===== src/rtl/keccak_out_pkg.sv =====
// Shared types, digest lengths and helpers for the Keccak digest collector.
// Length and byte-mask rules live here so top and bench views agree.
package keccak_out_pkg;

  typedef enum logic [2:0] {
    SHA3_224 = 3'd0,
    SHA3_256 = 3'd1,
    SHA3_384 = 3'd2,
    SHA3_512 = 3'd3,
    SHAKE128 = 3'd4,
    SHAKE256 = 3'd5
  } cmode_e;

  typedef enum logic [1:0] {
    IDLE,
    COLLECT,
    DRAIN
  } state_e;

  localparam int SHA3_224_L = 224;
  localparam int SHA3_256_L = 256;
  localparam int SHA3_384_L = 384;
  localparam int SHA3_512_L = 512;

  // Word counters cover N up to 64 (2048-bit SHAKE output at W=32)
  localparam int CNT_W = $clog2(2048 / 32 + 1);
  localparam int R_W   = 7;

  function automatic logic [15:0] digest_bits(
    input logic [2:0]  cmode,
    input logic [15:0] d
  );
    case (cmode_e'(cmode))
      SHA3_224: digest_bits = 16'(SHA3_224_L);
      SHA3_256: digest_bits = 16'(SHA3_256_L);
      SHA3_384: digest_bits = 16'(SHA3_384_L);
      SHA3_512: digest_bits = 16'(SHA3_512_L);
      SHAKE128,
      SHAKE256: digest_bits = d;
      default:  digest_bits = '0;
    endcase
  endfunction

  function automatic logic [7:0] keep_mask(
    input logic [R_W-1:0] r,
    input int             w
  );
    int nb;
    nb = (int'(r) + 7) >> 3;
    if (nb > w / 8) nb = w / 8;
    keep_mask = 8'((1 << nb) - 1);
  endfunction

endpackage


===== src/rtl/keccak_digest_collector_if.sv =====
// Command, ingress and egress bundle of the digest collector.
// master drives commands/words in; slave is the collector.
interface keccak_digest_collector_if #(
  parameter int W    = 32,
  parameter int DMAX = 11
);
  logic            start;
  logic [2:0]      cmode;
  logic [DMAX-1:0] d;
  logic            in_valid;
  logic [W-1:0]    in_data;
  logic            in_ready;
  logic            out_valid;
  logic [W-1:0]    out_data;
  logic [W/8-1:0]  out_keep;
  logic            out_last;
  logic            out_ready;
  logic            busy;
  logic            done;
  logic            err;

  modport master (
    output start, cmode, d, in_valid, in_data, out_ready,
    input  in_ready, out_valid, out_data, out_keep, out_last,
    input  busy, done, err
  );

  modport slave (
    input  start, cmode, d, in_valid, in_data, out_ready,
    output in_ready, out_valid, out_data, out_keep, out_last,
    output busy, done, err
  );
endinterface


===== src/rtl/keccak_word_fifo.sv =====
// Synchronous word FIFO; read data comes straight from the storage regs.
// Pointers carry an extra wrap bit to tell full from empty.
module keccak_word_fifo #(
  parameter int WIDTH = 33,
  parameter int DEPTH = 16
) (
  input  logic             clk,
  input  logic             rst,
  input  logic             push,
  input  logic [WIDTH-1:0] din,
  input  logic             pop,
  output logic [WIDTH-1:0] dout,
  output logic             full,
  output logic             empty
);
  localparam int AW = $clog2(DEPTH);

  logic [WIDTH-1:0] mem [DEPTH];
  logic [AW:0]      wp;
  logic [AW:0]      rp;
  logic             do_push;
  logic             do_pop;

  assign empty   = (wp == rp);
  assign full    = (wp[AW] != rp[AW]) &&
                   (wp[AW-1:0] == rp[AW-1:0]);
  assign do_push = push && !full;
  assign do_pop  = pop && !empty;
  assign dout    = mem[rp[AW-1:0]];

  always_ff @(posedge clk or posedge rst) begin
    if (rst) begin
      wp <= '0;
      rp <= '0;
    end else begin
      if (do_push) wp <= wp + 1'b1;
      if (do_pop)  rp <= rp + 1'b1;
    end
  end

  always_ff @(posedge clk) begin
    if (do_push) mem[wp[AW-1:0]] <= din;
  end
endmodule


===== src/rtl/keccak_digest_collector.sv =====
// Collects one digest worth of Keccak words, pads the last word and
// re-streams them through a FIFO with a valid/ready egress.
module keccak_digest_collector
  import keccak_out_pkg::*;
#(
  parameter int W     = 32,
  parameter int DEPTH = 16,
  parameter int DMAX  = 11
) (
  input  logic clk,
  input  logic rst,
  keccak_digest_collector_if.slave bus
);
  localparam int LW = $clog2(W);
  localparam int BW = W / 8;

  state_e           state;
  logic [CNT_W-1:0] n_words;
  logic [R_W-1:0]   r_bits;
  logic [CNT_W-1:0] in_cnt;
  logic [CNT_W-1:0] out_cnt;
  logic             done_q;
  logic             err_q;

  logic [15:0]      l_bits;
  logic [LW-1:0]    l_rem;
  logic [CNT_W-1:0] n_calc;
  logic [R_W-1:0]   r_calc;
  logic             start_ok;

  logic             push;
  logic             pop;
  logic             wr_last;
  logic [W-1:0]     wr_data;
  logic [W:0]       rd_word;
  logic             full;
  logic             empty;

  assign l_bits   = digest_bits(bus.cmode, 16'(bus.d));
  assign l_rem    = l_bits[LW-1:0];
  assign n_calc   = CNT_W'((l_bits + 16'(W - 1)) >> LW);
  assign r_calc   = (l_rem == '0) ? R_W'(W) : R_W'(l_rem);
  assign start_ok = (l_bits != '0);

  assign bus.in_ready = (state == COLLECT) && !full &&
                        (in_cnt < n_words);
  assign push = bus.in_valid && bus.in_ready;
  assign pop  = !empty && bus.out_ready;

  // Last word: clear every bit at or above R before it is stored
  always_comb begin
    wr_last = (in_cnt == n_words - 1'b1);
    wr_data = '0;
    for (int i = 0; i < W; i++) begin
      wr_data[i] = bus.in_data[i] &
                   (!wr_last || (R_W'(i) < r_bits));
    end
  end

  keccak_word_fifo #(
    .WIDTH (W + 1),
    .DEPTH (DEPTH)
  ) u_fifo (
    .clk   (clk),
    .rst   (rst),
    .push  (push),
    .din   ({wr_last, wr_data}),
    .pop   (pop),
    .dout  (rd_word),
    .full  (full),
    .empty (empty)
  );

  assign bus.out_valid = !empty;
  assign bus.out_last  = !empty && rd_word[W];
  assign bus.out_data  = empty ? '0 : rd_word[W-1:0];
  assign bus.out_keep  = empty       ? '0 :
                         rd_word[W]  ? BW'(keep_mask(r_bits, W)) :
                                       '1;
  assign bus.busy = (state != IDLE);
  assign bus.done = done_q;
  assign bus.err  = err_q;

  always_ff @(posedge clk or posedge rst) begin
    if (rst) begin
      state   <= IDLE;
      n_words <= '0;
      r_bits  <= '0;
      in_cnt  <= '0;
      out_cnt <= '0;
      done_q  <= 1'b0;
      err_q   <= 1'b0;
    end else begin
      done_q <= 1'b0;
      err_q  <= 1'b0;
      unique case (state)
        IDLE: begin
          if (bus.start) begin
            if (start_ok) begin
              n_words <= n_calc;
              r_bits  <= r_calc;
              in_cnt  <= '0;
              out_cnt <= '0;
              state   <= COLLECT;
            end else begin
              err_q <= 1'b1;
            end
          end
        end
        COLLECT: begin
          if (bus.start) err_q <= 1'b1;
          if (push) begin
            in_cnt <= in_cnt + 1'b1;
            if (in_cnt + 1'b1 == n_words) state <= DRAIN;
          end
          if (pop) out_cnt <= out_cnt + 1'b1;
        end
        DRAIN: begin
          if (bus.start) err_q <= 1'b1;
          if (pop) begin
            out_cnt <= out_cnt + 1'b1;
            if (out_cnt == n_words - 1'b1) begin
              state  <= IDLE;
              done_q <= 1'b1;
            end
          end
        end
        default: state <= IDLE;
      endcase
    end
  end
endmodule

===== src/flat_wrapper.sv =====
// flat-port wrapper written by rule: the top's interface ports become plain ports
module keccak_digest_collector_flat import keccak_out_pkg::*;
#(
  parameter int W     = 32,
  parameter int DEPTH = 16,
  parameter int DMAX  = 11
)
  (clk, rst, bus_start, bus_cmode, bus_d, bus_in_valid, bus_in_data, bus_out_ready, bus_in_ready, bus_out_valid, bus_out_data, bus_out_keep, bus_out_last, bus_busy, bus_done, bus_err);
  keccak_digest_collector_if #(.W(W), .DMAX(DMAX)) bus_i ();
  input  logic clk;
  input  logic rst;
  input wire logic [$bits(bus_i.start)-1:0] bus_start;
  input wire logic [$bits(bus_i.cmode)-1:0] bus_cmode;
  input wire logic [$bits(bus_i.d)-1:0] bus_d;
  input wire logic [$bits(bus_i.in_valid)-1:0] bus_in_valid;
  input wire logic [$bits(bus_i.in_data)-1:0] bus_in_data;
  input wire logic [$bits(bus_i.out_ready)-1:0] bus_out_ready;
  output wire logic [$bits(bus_i.in_ready)-1:0] bus_in_ready;
  output wire logic [$bits(bus_i.out_valid)-1:0] bus_out_valid;
  output wire logic [$bits(bus_i.out_data)-1:0] bus_out_data;
  output wire logic [$bits(bus_i.out_keep)-1:0] bus_out_keep;
  output wire logic [$bits(bus_i.out_last)-1:0] bus_out_last;
  output wire logic [$bits(bus_i.busy)-1:0] bus_busy;
  output wire logic [$bits(bus_i.done)-1:0] bus_done;
  output wire logic [$bits(bus_i.err)-1:0] bus_err;
  assign bus_i.start = bus_start;
  assign bus_i.cmode = bus_cmode;
  assign bus_i.d = bus_d;
  assign bus_i.in_valid = bus_in_valid;
  assign bus_i.in_data = bus_in_data;
  assign bus_i.out_ready = bus_out_ready;
  assign bus_in_ready = bus_i.in_ready;
  assign bus_out_valid = bus_i.out_valid;
  assign bus_out_data = bus_i.out_data;
  assign bus_out_keep = bus_i.out_keep;
  assign bus_out_last = bus_i.out_last;
  assign bus_busy = bus_i.busy;
  assign bus_done = bus_i.done;
  assign bus_err = bus_i.err;
  keccak_digest_collector #(.W(W), .DEPTH(DEPTH), .DMAX(DMAX)) u_core (.clk(clk), .rst(rst), .bus(bus_i));
endmodule

===== config.mk =====
export PLATFORM = sky130hd
export DESIGN_NAME = keccak_digest_collector_flat
export DESIGN_NICKNAME = d
export VERILOG_FILES = /design/src/rtl/keccak_out_pkg.sv /design/src/rtl/keccak_digest_collector_if.sv /design/src/rtl/keccak_word_fifo.sv /design/src/rtl/keccak_digest_collector.sv /design/src/flat_wrapper.sv
export SDC_FILE = /design/constraint.sdc
export NUM_CORES = 1
export LEC_CHECK = 0
export ABC_CLOCK_PERIOD_IN_PS = 9000
export BUFFER_PORTS_ARGS = -buffer_cell sky130_fd_sc_hd__buf_2
export CORE_MARGIN = 3
export CORE_UTILIZATION = 40
export CTS_CLUSTER_DIAMETER = 60
export DETAILED_ROUTE_END_ITERATION = 8
export PLACE_DENSITY = 0.61
export SYNTH_ARGS = -nofsm -noshare
export SYNTH_HDL_FRONTEND = slang
export SYNTH_SLANG_ARGS = --single-unit

===== constraint.sdc =====
create_clock -name clk -period 9 [get_ports clk]
set_clock_uncertainty 0.1 [all_clocks]
set_input_delay 0 -clock clk [delete_from_list [all_inputs] [get_ports clk]]
set_output_delay 0 -clock clk [all_outputs]
set_load 0.01 [all_outputs]

==> results.yml <==
global_route:
  grt_overflow: 0
  top_usage_layer: "met2"
  globalRouteMet2Util: 0.3123
  groute.layer.met3.usage: 0.03525
  grt_antenna_before_repair: 0
  globalRouteMet1Util: 0.2564
  grt_usage: 0.1870
  grt_pass1_vias: 12860
  grt_first_pass_wirelength_um: 85620
  grt_max_degree: 75
clock_network:
  clk_pin_slew_ps: 60
  cts_setup_buffers: 0
  cts-buffers-inserted: 59
  cts-resized-gates: 0
  holdBufCountCts: 64
  tritoncts: "done"
  ctsHtreeMaxLevel: 2
  clock_sinks: 569
  clk_path_buf_depth: 3
  worst_skew_pair.late_latency_ps: 610
  root_buffer: "sky130_fd_sc_hd__clkbuf_16"
drt:
  post_drt_via_cell_ratio: 5.579
  first_pass_iters: 5
  drt-wirelength-per-cell_um: 26.15
  detail_route.wirelength_um: 57700
  num_vias: 12310
  dr.first_iter.drc_count: 1235
  drc_errors: 0
  number_of_nets_with_antenna_violations_after_routing: 0
place:
  placement.setup.worst_slack_ps: 4701
  buffer_ports.inserted: 92
  dp_hpwl_um: 30430
  final_weighted_congestion_of_routability_driven_global_placement: 0.8356
die:
  num_rows: 88
  fp.coreArea_mm2: 0.05792
  die-height_um: 248.4
  io_pins: 93
  chipWidth_um: 248.4
  die_area_mm2: 0.06171
  floorplan.initialDensity: 0.4059
setup_path:
  critical_path_arrival_ps: 4390
  cp_slowest_cell: "sky130_fd_sc_hd__dfrtp_4"
  cp.buffers_inverters: 2
  path_cells: "buf_4 > mux4_2 > a211oi_1 > a21oi_1 > a31oi_1 > buf_2"
  reg2reg_slack_ps: 4790
  worst_ep_required_time_ps: 8900
  setup.worst_path.class: "register to primary output"
  critical-path-top-delay-family: "flip-flops"
  critPathLaunchType: "register"
  slowest_delay_ps: 1100
  cp_max_fo: 47
  setup.worst_path.end_class: "primary output"
sta:
  report.final.slew_viol_count: 0
  clock.fmax_mhz: 222.7
  post_route_fraction_of_the_period_consumed_by_the_critical_path: 0.4990
  worst-slew-pin-transition_ps: 1151
  timing_hold_violations_final: 0
  grt_setup_unrepaired: "no"
  timing.slew.headroom: 0.2329
  tns_ps: 0
  worst_slack_ps: 4509
  setup-violations-final: 0
  post-route-min-period_ps: 4491
synthesis:
  synth.cell_area_mm2: 0.02351
  fraction_of_the_yosys_area_taken_by_sequential_cells: 0.7182
  post-synth-top-area-fraction: 0.6745
  synth-main-ff-cell: "sky130_fd_sc_hd__edfxtp_1"
  edff_count_synth: 528
  synth_top_cell_by_area: "sky130_fd_sc_hd__edfxtp_1"
  synth-async-reset-ratio: 0.07206
  mappedNetlistNets: 1273
  synth-warning-count: 0
  synthesis.area_per_instance_um2: 19.55
  post-synth-top-count-cell: "sky130_fd_sc_hd__edfxtp_1"
  synth_cell_types: 63
  synth_top_cells_by_count: "sky130_fd_sc_hd__edfxtp_1 (528), sky130_fd_sc_hd__mux4_2 (164), sky130_fd_sc_hd__nand2_1 (55)"
  synthTopCellsByArea: "sky130_fd_sc_hd__edfxtp_1 (67%), sky130_fd_sc_hd__mux4_2 (16%), sky130_fd_sc_hd__dfrtp_1 (4.4%)"
  ys_seq_elements: 569
  synth_cells: 1202
status:
  outcome: "finished clean"
final_layout:
  area.growth.synth_to_final_pct: 17.57
  post_route_cells_drive_above_1_share: 0.2873
  final.fill_count: 4838
  final_net_count: 1463
power_and_ir_drop:
  leakage_nw: 9.077
  ir_drop_mv: 0.1737
  power_density_mw_per_mm2: 294.2
flow_run:
  maxCapViolations: 0
worst_hold_path:
  hp-class: "input port to register"
-- power breakdown --
| part | internal (mW) | leakage, nW | switching [mW] |
|---|---|---|---|
| registers | 3.05 | 5.29 | 0.245 |
| logic | 1.21 | 2.86 | 1.22 |
| clock network | 1.38 | 0.930 | 1.02 |
| total | 5.64 | 9.08 | 2.49 |
-- worst reg2reg max path: cells and delay by family (launching register included) --
kind	cells	cell delay, ps
simple gates	5	2030
flops	1	1100
buf+inv	1	490
xor+xnor	1	140
-- final timing paths --
kind	start	end	cells past startpoint
max in group asynchronous	rst	u_core.u_fifo.rp[0]	5
worst max-delay path	u_core.u_fifo.rp[0]	bus_out_keep[3]	6
worst min register to register	u_core.u_fifo.rp[4]	u_core.u_fifo.rp[4]	1
min in group asynchronous	rst	u_core.bus.err	5
worst min-delay path	bus_start	u_core.r_bits[5]	5
worst max register to register	u_core.u_fifo.rp[0]	u_core.u_fifo.mem[7][2]	7
-- stage by stage --
| stage | area, µm² | power, mW | utilization | instances | hold slack [ps] |
|---|---|---|---|---|---|
| floorplan | 23510 | 4.999 | - | 1202 | -2.350 |
| global placement | 25060 | 5.789 | 0.4328 | 2032 | 65.83 |
| detailed placement | 25060 | 5.805 | 0.4328 | 2032 | 67.32 |
| CTS | 27630 | 8.246 | 0.4771 | 2206 | 260.3 |
| global route | 27630 | 8.509 | 0.4771 | 2206 | 309.1 |
| finish | 27640 | 8.129 | 0.4772 | 2207 | 304.6 |
-- flip-flops by register name, indices dropped and copies added (netlist names) --
name,count
u_core.in_cnt,7
u_core.u_fifo.mem,528
u_core.u_fifo.rp,5
u_core.n_words,7
u_core.state,2
u_core.r_bits,6
u_core.out_cnt,7
u_core.u_fifo.wp,5
u_core.bus.err,1
u_core.bus.done,1
-- logic make-up (layout without fill, tap and decap cells) --
| kind of cell | Yosys count | in the layout | share of synthesized area |
|---|---|---|---|
| mux | 170 | 170 | 0.1598 |
| buf+inv | 89 | 328 | 0.01586 |
| fa+ha+maj | 20 | 20 | 0.01065 |
| xor+xnor | 42 | 42 | 0.01682 |
| simple gates | 197 | 197 | 0.04482 |
| compound gates | 115 | 115 | 0.03386 |
| other cells | 0 | 1 | 0 |
| flops | 569 | 569 | 0.7182 |
-- per-layer routing --
metal | vias up | wire length (µm) | part of all wire
met5 | - | 0 | 0
met4 | 0 | 1088 | 0.019
met3 | 74 | 3790 | 0.066
met2 | 457 | 29000 | 0.50
met1 | 6489 | 23830 | 0.41
li1 | 5293 | - | -
-- placed cells by master, fill, tap and decap left out, drive strengths merged, types with 6 or more instances in the layout --
master         n
edfxtp       528
mux4         164
buf          135
clkbuf        75
dlygate4sd3   64
nand2         55
dfrtp         41
nor2b         37
o21ai         29
xnor2         28
nor2          28
clkinv        25
inv           21
ha            20
a21boi        18
a21oi         14
nand3         14
xor2          12
nor3           9
nand4          8
or3            8
nand2b         7
a31oi          7
and3           7
and2           6
o31a           6
-- area by class of cell --
cell class / count / area, µm² / share of cell area
Timing Repair Buffer: 199 / 1424 / 0.05152
Antenna cell: 1 / 2.502 / 0.00009055
Clock inverter: 35 / 371.6 / 0.01345
Tap cell: 765 / 957.2 / 0.03464
Multi-Input combinational cell: 544 / 6361 / 0.2302
Sequential cell: 569 / 16890 / 0.6112
Inverter: 19 / 71.32 / 0.002581
Clock buffer: 75 / 1556 / 0.05632
Note: power is estimated with default switching activity, not from simulation.
